**config.mk**
```make
export PLATFORM = sky130hd
export DESIGN_NAME = alu_src_sequencer
export DESIGN_NICKNAME = d
export VERILOG_FILES = /design/src/rtl/alu_src_sequencer.sv
export SDC_FILE = /design/constraint.sdc
export NUM_CORES = 1
export LEC_CHECK = 0
export BUFFER_PORTS_ARGS = -buffer_cell sky130_fd_sc_hd__buf_2
export CORE_MARGIN = 4
export CORE_UTILIZATION = 40
export CTS_CLUSTER_DIAMETER = 100
export CTS_CLUSTER_SIZE = 24
export DETAILED_ROUTE_END_ITERATION = 16
export GPL_TIMING_DRIVEN = 0
export PLACE_DENSITY = 0.73
export SYNTH_ARGS = -nofsm -noshare
export SYNTH_HDL_FRONTEND = slang
export SYNTH_SLANG_ARGS = --single-unit
```
**constraint.sdc**
```tcl
create_clock -name clk -period 4.48 [get_ports clk]
set_input_delay 0.224 -clock clk [delete_from_list [all_inputs] [get_ports clk]]
set_output_delay 0.224 -clock clk [all_outputs]
set_load 0.01 [all_outputs]
```
**src/rtl/alu_src_sequencer.sv**
```systemverilog
// Operand-B select sequencer: turns one decoded instruction into one or more ALU passes.
// Optional macro ALU_SEQ_LI16_EN enables the two-pass 16-bit load-immediate (opcode 4).
module alu_src_sequencer #(
    parameter int SHAMT_W = 3
) (
    input  logic               clk,
    input  logic               rst_n,
    input  logic               instr_valid,
    output logic               instr_ready,
    input  logic [2:0]         opcode,
    input  logic [SHAMT_W-1:0] shamt,
    input  logic [15:0]        imm16,
    input  logic               hold,
    output logic [1:0]         alu_src_sel,
    output logic [7:0]         li_imm,
    output logic               shift_dir,
    output logic               alu_en,
    output logic               wb_en,
    output logic               wb_hi,
    output logic               done,
    output logic               err
);

    // Handshake: an instruction transfers on a rising edge where instr_valid and
    // instr_ready are both 1 and hold is 0; instr_ready is 1 exactly in IDLE.

    localparam logic [2:0] OP_REG  = 3'd0;
    localparam logic [2:0] OP_SHL  = 3'd1;
    localparam logic [2:0] OP_SHR  = 3'd2;
    localparam logic [2:0] OP_LI   = 3'd3;

    localparam logic [1:0] SEL_REG   = 2'd0;
    localparam logic [1:0] SEL_SHIFT = 2'd1;
    localparam logic [1:0] SEL_IMM   = 2'd2;
    localparam logic [1:0] SEL_ZERO  = 2'd3;

`ifdef ALU_SEQ_LI16_EN
    localparam logic [2:0] OP_LI16 = 3'd4;
    localparam logic [2:0] OP_MAX  = 3'd4;
    localparam int         IMM_W   = 16;
`else
    localparam logic [2:0] OP_MAX  = 3'd3;
    localparam int         IMM_W   = 8;
`endif

    typedef enum logic [2:0] {
        S_IDLE   = 3'd0,
        S_EXEC   = 3'd1,
        S_SHIFT  = 3'd2,
        S_FINISH = 3'd3
`ifdef ALU_SEQ_LI16_EN
        ,
        S_LI_LO  = 3'd4,
        S_LI_HI  = 3'd5
`endif
    } state_t;

    state_t             state_q, state_d;
    logic [SHAMT_W-1:0] cnt_q, cnt_d;
    logic [2:0]         op_q, op_d;
    logic [IMM_W-1:0]   imm_q, imm_d;

    logic [1:0] sel_q, sel_d;
    logic [7:0] li_q, li_d;
    logic       dir_q, dir_d;
    logic       en_q, en_d;
    logic       wb_q, wb_d;
    logic       done_q, done_d;
    logic       err_q, err_d;

`ifndef ALU_SEQ_LI16_EN
    // Upper immediate byte only matters for the two-pass load.
    logic unused_imm_hi;
    assign unused_imm_hi = ^imm16[15:8];
`endif

    always_comb begin
        state_d = state_q;
        cnt_d   = cnt_q;
        op_d    = op_q;
        imm_d   = imm_q;
        if (!hold) begin
            case (state_q)
                S_IDLE: begin
                    if (instr_valid) begin
                        op_d  = opcode;
                        imm_d = imm16[IMM_W-1:0];
                        case (opcode)
                            OP_REG, OP_LI: state_d = S_EXEC;
                            OP_SHL, OP_SHR: begin
                                if (shamt != '0) begin
                                    state_d = S_SHIFT;
                                    cnt_d   = shamt;
                                end else begin
                                    state_d = S_FINISH;
                                end
                            end
`ifdef ALU_SEQ_LI16_EN
                            OP_LI16: state_d = S_LI_LO;
`endif
                            default: state_d = S_FINISH;
                        endcase
                    end
                end
                S_SHIFT: begin
                    if (cnt_q == SHAMT_W'(1)) begin
                        state_d = S_IDLE;
                        cnt_d   = '0;
                    end else begin
                        cnt_d = cnt_q - SHAMT_W'(1);
                    end
                end
`ifdef ALU_SEQ_LI16_EN
                S_LI_LO: state_d = S_LI_HI;
`endif
                default: state_d = S_IDLE;
            endcase
        end
    end

    // Outputs are registered from the state being entered, so a pass is visible
    // in the cycle after the edge that selects it; hold keeps the data path steady.
`ifdef ALU_SEQ_LI16_EN
    logic hi_q, hi_d;
`endif
    always_comb begin
        sel_d  = sel_q;
        li_d   = li_q;
        dir_d  = dir_q;
        en_d   = 1'b0;
        wb_d   = 1'b0;
        done_d = 1'b0;
        err_d  = 1'b0;
`ifdef ALU_SEQ_LI16_EN
        hi_d   = hi_q;
`endif
        if (!hold) begin
`ifdef ALU_SEQ_LI16_EN
            hi_d = 1'b0;
`endif
            case (state_d)
                S_IDLE: begin
                    sel_d = SEL_ZERO;
                    li_d  = '0;
                end
                S_EXEC: begin
                    sel_d  = (op_d == OP_LI) ? SEL_IMM : SEL_REG;
                    li_d   = (op_d == OP_LI) ? imm_d[7:0] : 8'd0;
                    en_d   = 1'b1;
                    wb_d   = 1'b1;
                    done_d = 1'b1;
                end
                S_SHIFT: begin
                    sel_d  = SEL_SHIFT;
                    dir_d  = (op_d == OP_SHR);
                    en_d   = 1'b1;
                    wb_d   = 1'b1;
                    done_d = (cnt_d == SHAMT_W'(1));
                end
`ifdef ALU_SEQ_LI16_EN
                S_LI_LO: begin
                    sel_d = SEL_IMM;
                    li_d  = imm_d[7:0];
                    en_d  = 1'b1;
                    wb_d  = 1'b1;
                end
                S_LI_HI: begin
                    sel_d  = SEL_IMM;
                    li_d   = imm_d[15:8];
                    en_d   = 1'b1;
                    wb_d   = 1'b1;
                    hi_d   = 1'b1;
                    done_d = 1'b1;
                end
`endif
                S_FINISH: begin
                    sel_d  = SEL_ZERO;
                    li_d   = '0;
                    done_d = 1'b1;
                    err_d  = (op_d > OP_MAX);
                end
                default: begin
                    sel_d = SEL_ZERO;
                    li_d  = '0;
                end
            endcase
        end
    end

    always_ff @(posedge clk or negedge rst_n) begin
        if (!rst_n) begin
            state_q <= S_IDLE;
            cnt_q   <= '0;
            op_q    <= '0;
            imm_q   <= '0;
            sel_q   <= SEL_ZERO;
            li_q    <= '0;
            dir_q   <= 1'b0;
            en_q    <= 1'b0;
            wb_q    <= 1'b0;
            done_q  <= 1'b0;
            err_q   <= 1'b0;
        end else begin
            state_q <= state_d;
            cnt_q   <= cnt_d;
            op_q    <= op_d;
            imm_q   <= imm_d;
            sel_q   <= sel_d;
            li_q    <= li_d;
            dir_q   <= dir_d;
            en_q    <= en_d;
            wb_q    <= wb_d;
            done_q  <= done_d;
            err_q   <= err_d;
        end
    end

`ifdef ALU_SEQ_LI16_EN
    always_ff @(posedge clk or negedge rst_n) begin
        if (!rst_n) hi_q <= 1'b0;
        else        hi_q <= hi_d;
    end
    assign wb_hi = hi_q;
`else
    assign wb_hi = 1'b0;
`endif

    assign instr_ready = (state_q == S_IDLE);
    assign alu_src_sel = sel_q;
    assign li_imm      = li_q;
    assign shift_dir   = dir_q;
    assign alu_en      = en_q;
    assign wb_en       = wb_q;
    assign done        = done_q;
    assign err         = err_q;

endmodule

```
==> summary.md, run 1 <==
| Metric | Value |
|---|---|
| Outcome | `finished clean` |
| Complex-gate fraction of the synthesized area | `0.1556` |
| Critical Path AT | `2.16 ns` |
| Overall power | `911.4 µW` |
| Max_cap viols | `0` |
| Drt first pass iters | `4` |
| CTS HTree Levels | `2` |
| RSZ-0062 raised after global routing | `no` |
| DP Wirelength | `2.063 mm` |
| Post-synth ARST share | `1.000` |
| Post-Synth Simple-Gate Area | `0.1417` |
| Top cells by area, synth | `dfrtp_1 (50%), mux2_2 (7.0%), a22o_1 (5.4%)` |
| Sequential power share | `0.455` |
| First-pass GRT wire length | `4.547 mm` |
| Number of global-route vias before repair | `981` |
| Placeable Area | `3416 µm²` |
| Internal Dissipation | `614.6 µW` |
| Worst slew margin | `0.5711` |
| Ys Warns | `0` |
| Setup violators final | `0` |
| # diodes | `0` |
| Die W | `68.16 µm` |
| Row count | `21` |
| Post-CTS setup buffers | `0` |
| Routed Antenna Nets | `0` |
| Worst skew pair latency | `0.32 ns` |
| Initial DRC Count | `28` |
| Static Leak | `0.8698 nW` |
| Worst EP required | `4.69 ns` |
| Sw frac | `0.3257` |
| Fmax | `0.5136 GHz` |
| Post-synthesis mux area share | `0.09248` |
| Yosys reg bits | `31` |
| Largest net degree at the start of global routing | `32` |
| Starting Density | `0.4238` |
| Post-synthesis xor/xnor area fraction | `0.01210` |
| CTS-repair resized insts | `0` |
| Post-Synth Adder-Cell Area | `0.01729` |
| Crit path max fanout | `6` |
| Share of cells above drive strength 1 | `0.4331` |
| Total CTS buffers | `5` |
| Crit start category | `flip-flop` |
| Worst Path Class, Setup | `flip-flop to flip-flop` |
| GRT Total Usage | `0.1336` |
| Root buffer cell | `clkbuf_4` |
| Synth unique cells | `42` |
| Most frequent cells after synthesis | `dfrtp_1 (29), a22o_1 (9), mux2_2 (9)` |
| Top cell type's share of synthesized area | `0.5013` |
| Seq/Total Area, Yosys | `0.5376` |
| Post-synth EDFFs | `0` |
| Worst hold slack | `0.1550 ns` |
| Hold Path Class | `input pin to flip-flop` |
| Num ports | `43` |
| Routed vias/inst | `4.961` |
| DR WL/cell | `13.22 µm` |
| Register area | `778.2 µm²` |
| Post-synth top area cell | `dfrtp_1` |
| Final period util | `0.4346` |
| Area of the multi-input gates | `610.6 µm²` |
| Count leader, synth | `dfrtp_1` |
| Count of buffers from port buffering | `32` |
| Initial antenna violation count | `0` |
| Worst Clk Skew | `0.01027 ns` |
| Final min period | `1.947 ns` |
| NetSw | `296.8 µW` |
| Longest Clk Path Bufs | `2` |
| Final Hold Fails | `0` |
| Avg Synthesized Cell Area | `12.48 µm²` |
| Pwr Density | `522.5 nW/µm²` |
| Final Util | `0.5106` |
| Post-Route WL | `2.684 mm` |
| Post-DP Area | `1665 µm²` |
| CTS clk-pin slew, worst paths | `0.10 ns` |
| Largest family of logic cells by synthesized area | `compound AO/OA/AOI/OAI gates` |
| CP endpoint kind | `flip-flop` |
| CTS tree | `yes` |
| Post-Syn Instances | `116` |
| Logic pwr share | `0.348` |
| Clock share of power | `0.197` |
| Commonest register cell after synthesis | `dfrtp_1` |
| Detailed-route via count | `1,007` |
| Setup TNS | `0 ns` |
| Max-slew violation count | `0` |
| Die area | `4646 µm²` |
| Fillers | `314` |
| Worst slew pin tran | `0.6433 ns` |
| Die Ht | `68.16 µm` |
| Synth Net Count | `144` |
| Residual DRC | `0` |
| P&R area growth vs syn | `20.48%` |
| Final net count | `184` |
| Finished Cell Area | `1744 µm²` |
| Worst vdd ir | `0.2639 mV` |
| Remaining Overflow, GRT | `0` |
| Routability cong. | `0.7883` |
| Clock sinks | `31` |
| Cell Area, Synth | `1448 µm²` |
==> power groups by stage <==
stage	Clock, mW	Combinational (mW)	Sequential, mW
5_1_grt	0.203	0.357	0.427
4_1_cts	0.187	0.323	0.416
2_1_floorplan	0	0.227	0.422
3_3_place_gp	0	0.309	0.417
6_report	0.180	0.317	0.415
3_5_place_dp	0	0.321	0.421
==> worst paths after layout <==
| kind | start | endpoint | slack (ns) | cells past startpoint |
|---|---|---|---|---|
| max | state_q[0]$_DFF_PN0_ | shift_dir$_DFFE_PN0P_ | 2.53 | 5 |
| min | imm16[2] | imm_q[2]$_DFF_PN0_ | 0.15 | 2 |
| max reg2reg | state_q[0]$_DFF_PN0_ | shift_dir$_DFFE_PN0P_ | 2.53 | 5 |
| min reg2reg | op_q[2]$_DFF_PN0_ | op_q[2]$_DFF_PN0_ | 0.48 | 1 |
| max in group asynchronous | rst_n | li_imm[7]$_DFFE_PN0P_ | 3.60 | 2 |
| min in group asynchronous | rst_n | li_imm[1]$_DFFE_PN0P_ | 0.46 | 2 |
==> critical path, stage by stage, from the launching register on <==
cell     delay, ns
dfrtp_1       0.46
nor3_4        0.33
nand2_2       0.17
o22a_2        0.33
nor3_4        0.23
mux2_1        0.34
==> logic make-up after synthesis <==
group	after synthesis
fa+ha+maj	2
compound gates	25
flops	31
other cells	1
xor+xnor	2
simple gates	31
mux	12
buf+inv	12
==> timing repair <==
action                                  4_1_cts  5_1_grt
hold buffers                                  1        0
endpoints found under the setup margin        0        0
endpoints found under the hold margin        29        0
==> cell type report <==
cell class	count	share of cell area
sequential	31	0.4462
multi-input combinational	73	0.3501
timing repair buffer	33	0.09756
clock buffer	8	0.03945
tap	46	0.03300
buffer	5	0.01865
inverter	7	0.01506
==> routing by layer <==
metal | wire length (µm) | track usage | vias to the layer above | part of all wire
li1 | - | - | 493 | -
met2 | 1280 | 0.1949 | 32 | 0.48
met4 | 29 | 0.05211 | 0 | 0.011
met3 | 200 | 0.05747 | 5 | 0.075
met1 | 1173 | 0.1746 | 477 | 0.44
met5 | 0 | 0 | - | 0
==> state kept, by name, indices dropped and copies added, names as in the netlist <==
signal	flops
li_imm	8
shift_dir	1
state_q	3
imm_q	8
done	1
wb_en	1
op_q	3
err	1
cnt_q	3
alu_src_sel	2
==> per-stage QoR <==
step,cells,setup slack [ns]
4_1_cts,203,2.514
3_3_place_gp,194,2.544
3_5_place_dp,194,2.508
2_1_floorplan,116,2.654
6_report,203,2.533
5_1_grt,203,2.419
==> layout by cell type, fill, tap and decap left out, types with 3 or more instances in the layout <==
| cell type | n |
|---|---|
| buf_2 | 33 |
| dfrtp_1 | 29 |
| mux2_2 | 9 |
| a22o_1 | 9 |
| inv_1 | 7 |
| nor2_1 | 6 |
| clkbuf_4 | 5 |
| nand4_1 | 4 |
| nor3_4 | 3 |
| buf_4 | 3 |
| a21oi_1 | 3 |
| nand2_1 | 3 |
(Power assumes the default switching activity.)
==> inputs of run 2 (changes only) <==
--- a/config.mk
+++ b/config.mk
@@ -12,7 +12,7 @@
 export CTS_CLUSTER_SIZE = 24
 export DETAILED_ROUTE_END_ITERATION = 16
 export GPL_TIMING_DRIVEN = 0
-export PLACE_DENSITY = 0.73
+export PLACE_DENSITY = 0.76
 export SYNTH_ARGS = -nofsm -noshare
 export SYNTH_HDL_FRONTEND = slang
 export SYNTH_SLANG_ARGS = --single-unit
==> constraint.sdc (replaced) <==
create_clock -name clk -period 1.6 [get_ports clk]
set_input_delay 0.08 -clock clk [delete_from_list [all_inputs] [get_ports clk]]
set_output_delay 0.08 -clock clk [all_outputs]
set_load 0.01 [all_outputs]
==> summary.md, run 2 (synthesized netlist as in run 1, its figures left out) <==
| Metric | Value |
|---|---|
| Setup violators final | `10` |
| Worst stage delay on the critical path | `0.46 ns` |
| DP Wirelength | `2.123 mm` |
| Fillers | `327` |
| Remaining Overflow, GRT | `0` |
| Finished Layout Cells | `213` |
| Longest Clk Path Bufs | `2` |
| Final Hold Fails | `0` |
| Row count | `21` |
| Area of the multi-input gates | `626.9 µm²` |
| Num ports | `43` |
| Drt first pass iters | `4` |
| Most frequent cells in the layout | `buf_2 (32), dfrtp_1 (28), buf_4 (10)` |
| Share of cells above drive strength 1 | `0.4671` |
| DR WL/cell | `13.83 µm` |
| CTS HTree Levels | `2` |
| Outcome | `finished, violations left` |
| Die W | `68.16 µm` |
| Count of buffers from port buffering | `32` |
| Worst EP required | `1.81 ns` |
| Routed Antenna Nets | `0` |
| Root buffer cell | `clkbuf_4` |
| Failing checks | `setup timing` |
| Final net count | `194` |
| P&R area growth vs syn | `27.74%` |
| CP cell instances | `nor3_4, nand2_2, o22a_4, nor3_4, mux2_4` |
| Total CTS buffers | `5` |
| Static Leak | `0.9165 nW` |
| Critical Path AT | `1.93 ns` |
| RSZ-0062 raised after global routing | `yes` |
| Worst vdd ir | `0.6316 mV` |
| Crit path max fanout | `5` |
| CTS clk-pin slew, worst paths | `0.09 ns` |
| Worst Path Class, Setup | `flip-flop to flip-flop` |
| Die area | `4646 µm²` |
| Largest net degree at the start of global routing | `32` |
| Register area | `779.5 µm²` |
| Placeable Area | `3416 µm²` |
| Routability cong. | `0.7627` |
| Routed vias/inst | `4.930` |
| Max-slew violation count | `0` |
| Fmax | `0.5819 GHz` |
| Final period util | `1.074` |
| Hold Path Class | `input pin to flip-flop` |
| CP max-delay cell | `dfrtp_2` |
| First-pass GRT wire length | `4.988 mm` |
| Number of global-route vias before repair | `1,100` |
| Final min period | `1.718 ns` |
| Initial DRC Count | `33` |
| Setup TNS | `-0.6187 ns` |
| Initial antenna violation count | `0` |
| Finished Cell Area | `1849 µm²` |
| Worst Clk Skew | `0.006233 ns` |
| # diodes | `0` |
| Worst slew margin | `0.5664` |
| Crit start category | `flip-flop` |
| Setup ws final | `-0.1184 ns` |
| Max_cap viols | `0` |
| Residual DRC | `0` |
| Die Ht | `68.16 µm` |
| Place WS | `-0.2252 ns` |
| Post-Route WL | `2.946 mm` |
| Worst slew pin tran | `0.6504 ns` |
| Placed cell count | `194` |
| Clock sinks | `31` |
| Pwr Density | `1430 nW/µm²` |
| CP endpoint kind | `flip-flop` |
| Worst skew pair latency | `0.32 ns` |
| CTS tree | `yes` |
| Detailed-route via count | `1,050` |
| Crit-path most repeated cell | `nor3_4` |
| Final Util | `0.5414` |
| Commonest non-fill, non-tap cell in the layout | `buf_2` |
| Starting Density | `0.4238` |
| GRT Total Usage | `0.1456` |
| Post-DP Area | `1678 µm²` |
run 2: critical path, delay by kind of cell, from the launching register on:
family / cells / cell delay, ns
AO/OA/AOI/OAI: 1 / 0.28
multiplexers: 1 / 0.32
AND/OR/NAND/NOR: 3 / 0.56
flip-flops: 1 / 0.46
run 2: through the flow:
step	total power, mW	hold WS [ns]
after global placement	2.051	0.1376
after CTS	2.668	0.008123
after detailed placement	2.097	0.1517
final	2.644	0.02255
after floorplan	1.841	-0.2156
after global routing	2.836	0.01378
run 2: cell type report:
type,instances,area share
sequential,31,0.4215
buffer,5,0.01894
multi-input combinational,73,0.3390
tap,46,0.03112
clock buffer,8,0.03721
inverter,7,0.01421
timing repair buffer,43,0.1380
run 2: worst paths after layout:
path	from	endpoint	slack (ns)	depth (start not counted)
worst max-delay path	state_q[2]$_DFF_PN0_	shift_dir$_DFFE_PN0P_	-0.12	5
worst min-delay path	imm16[6]	imm_q[6]$_DFF_PN0_	0.02	2
worst max register to register	state_q[2]$_DFF_PN0_	shift_dir$_DFFE_PN0P_	-0.12	5
worst min register to register	op_q[2]$_DFF_PN0_	op_q[2]$_DFF_PN0_	0.48	1
max in group asynchronous	rst_n	state_q[2]$_DFF_PN0_	0.82	2
min in group asynchronous	rst_n	done$_DFF_PN0_	0.32	2
run 2: power by group:
group | internal (mW) | switching [mW] | total [mW] | leakage [nW]
clock | 0.258 | 0.246 | 0.504 | 0.0386
combinational | 0.483 | 0.489 | 0.971 | 0.487
sequential | 1.04 | 0.127 | 1.17 | 0.391
run 2: timing repair:
item                                    4_1_cts  5_1_grt
pin swaps                                     4        2
setup buffers                                 5        1
endpoints found under the hold margin        33        0
hold buffers                                  5        0
endpoints found under the setup margin       18       11
resized for setup                             3        1
run 2: routing by layer:
layer  up-vias  wire length, µm  GRT usage
met2        34             1448     0.2491
li1        513                -          -
met5         -                0          0
met1       497             1257     0.1728
met3         6              193    0.05090
met4         0               46    0.03970
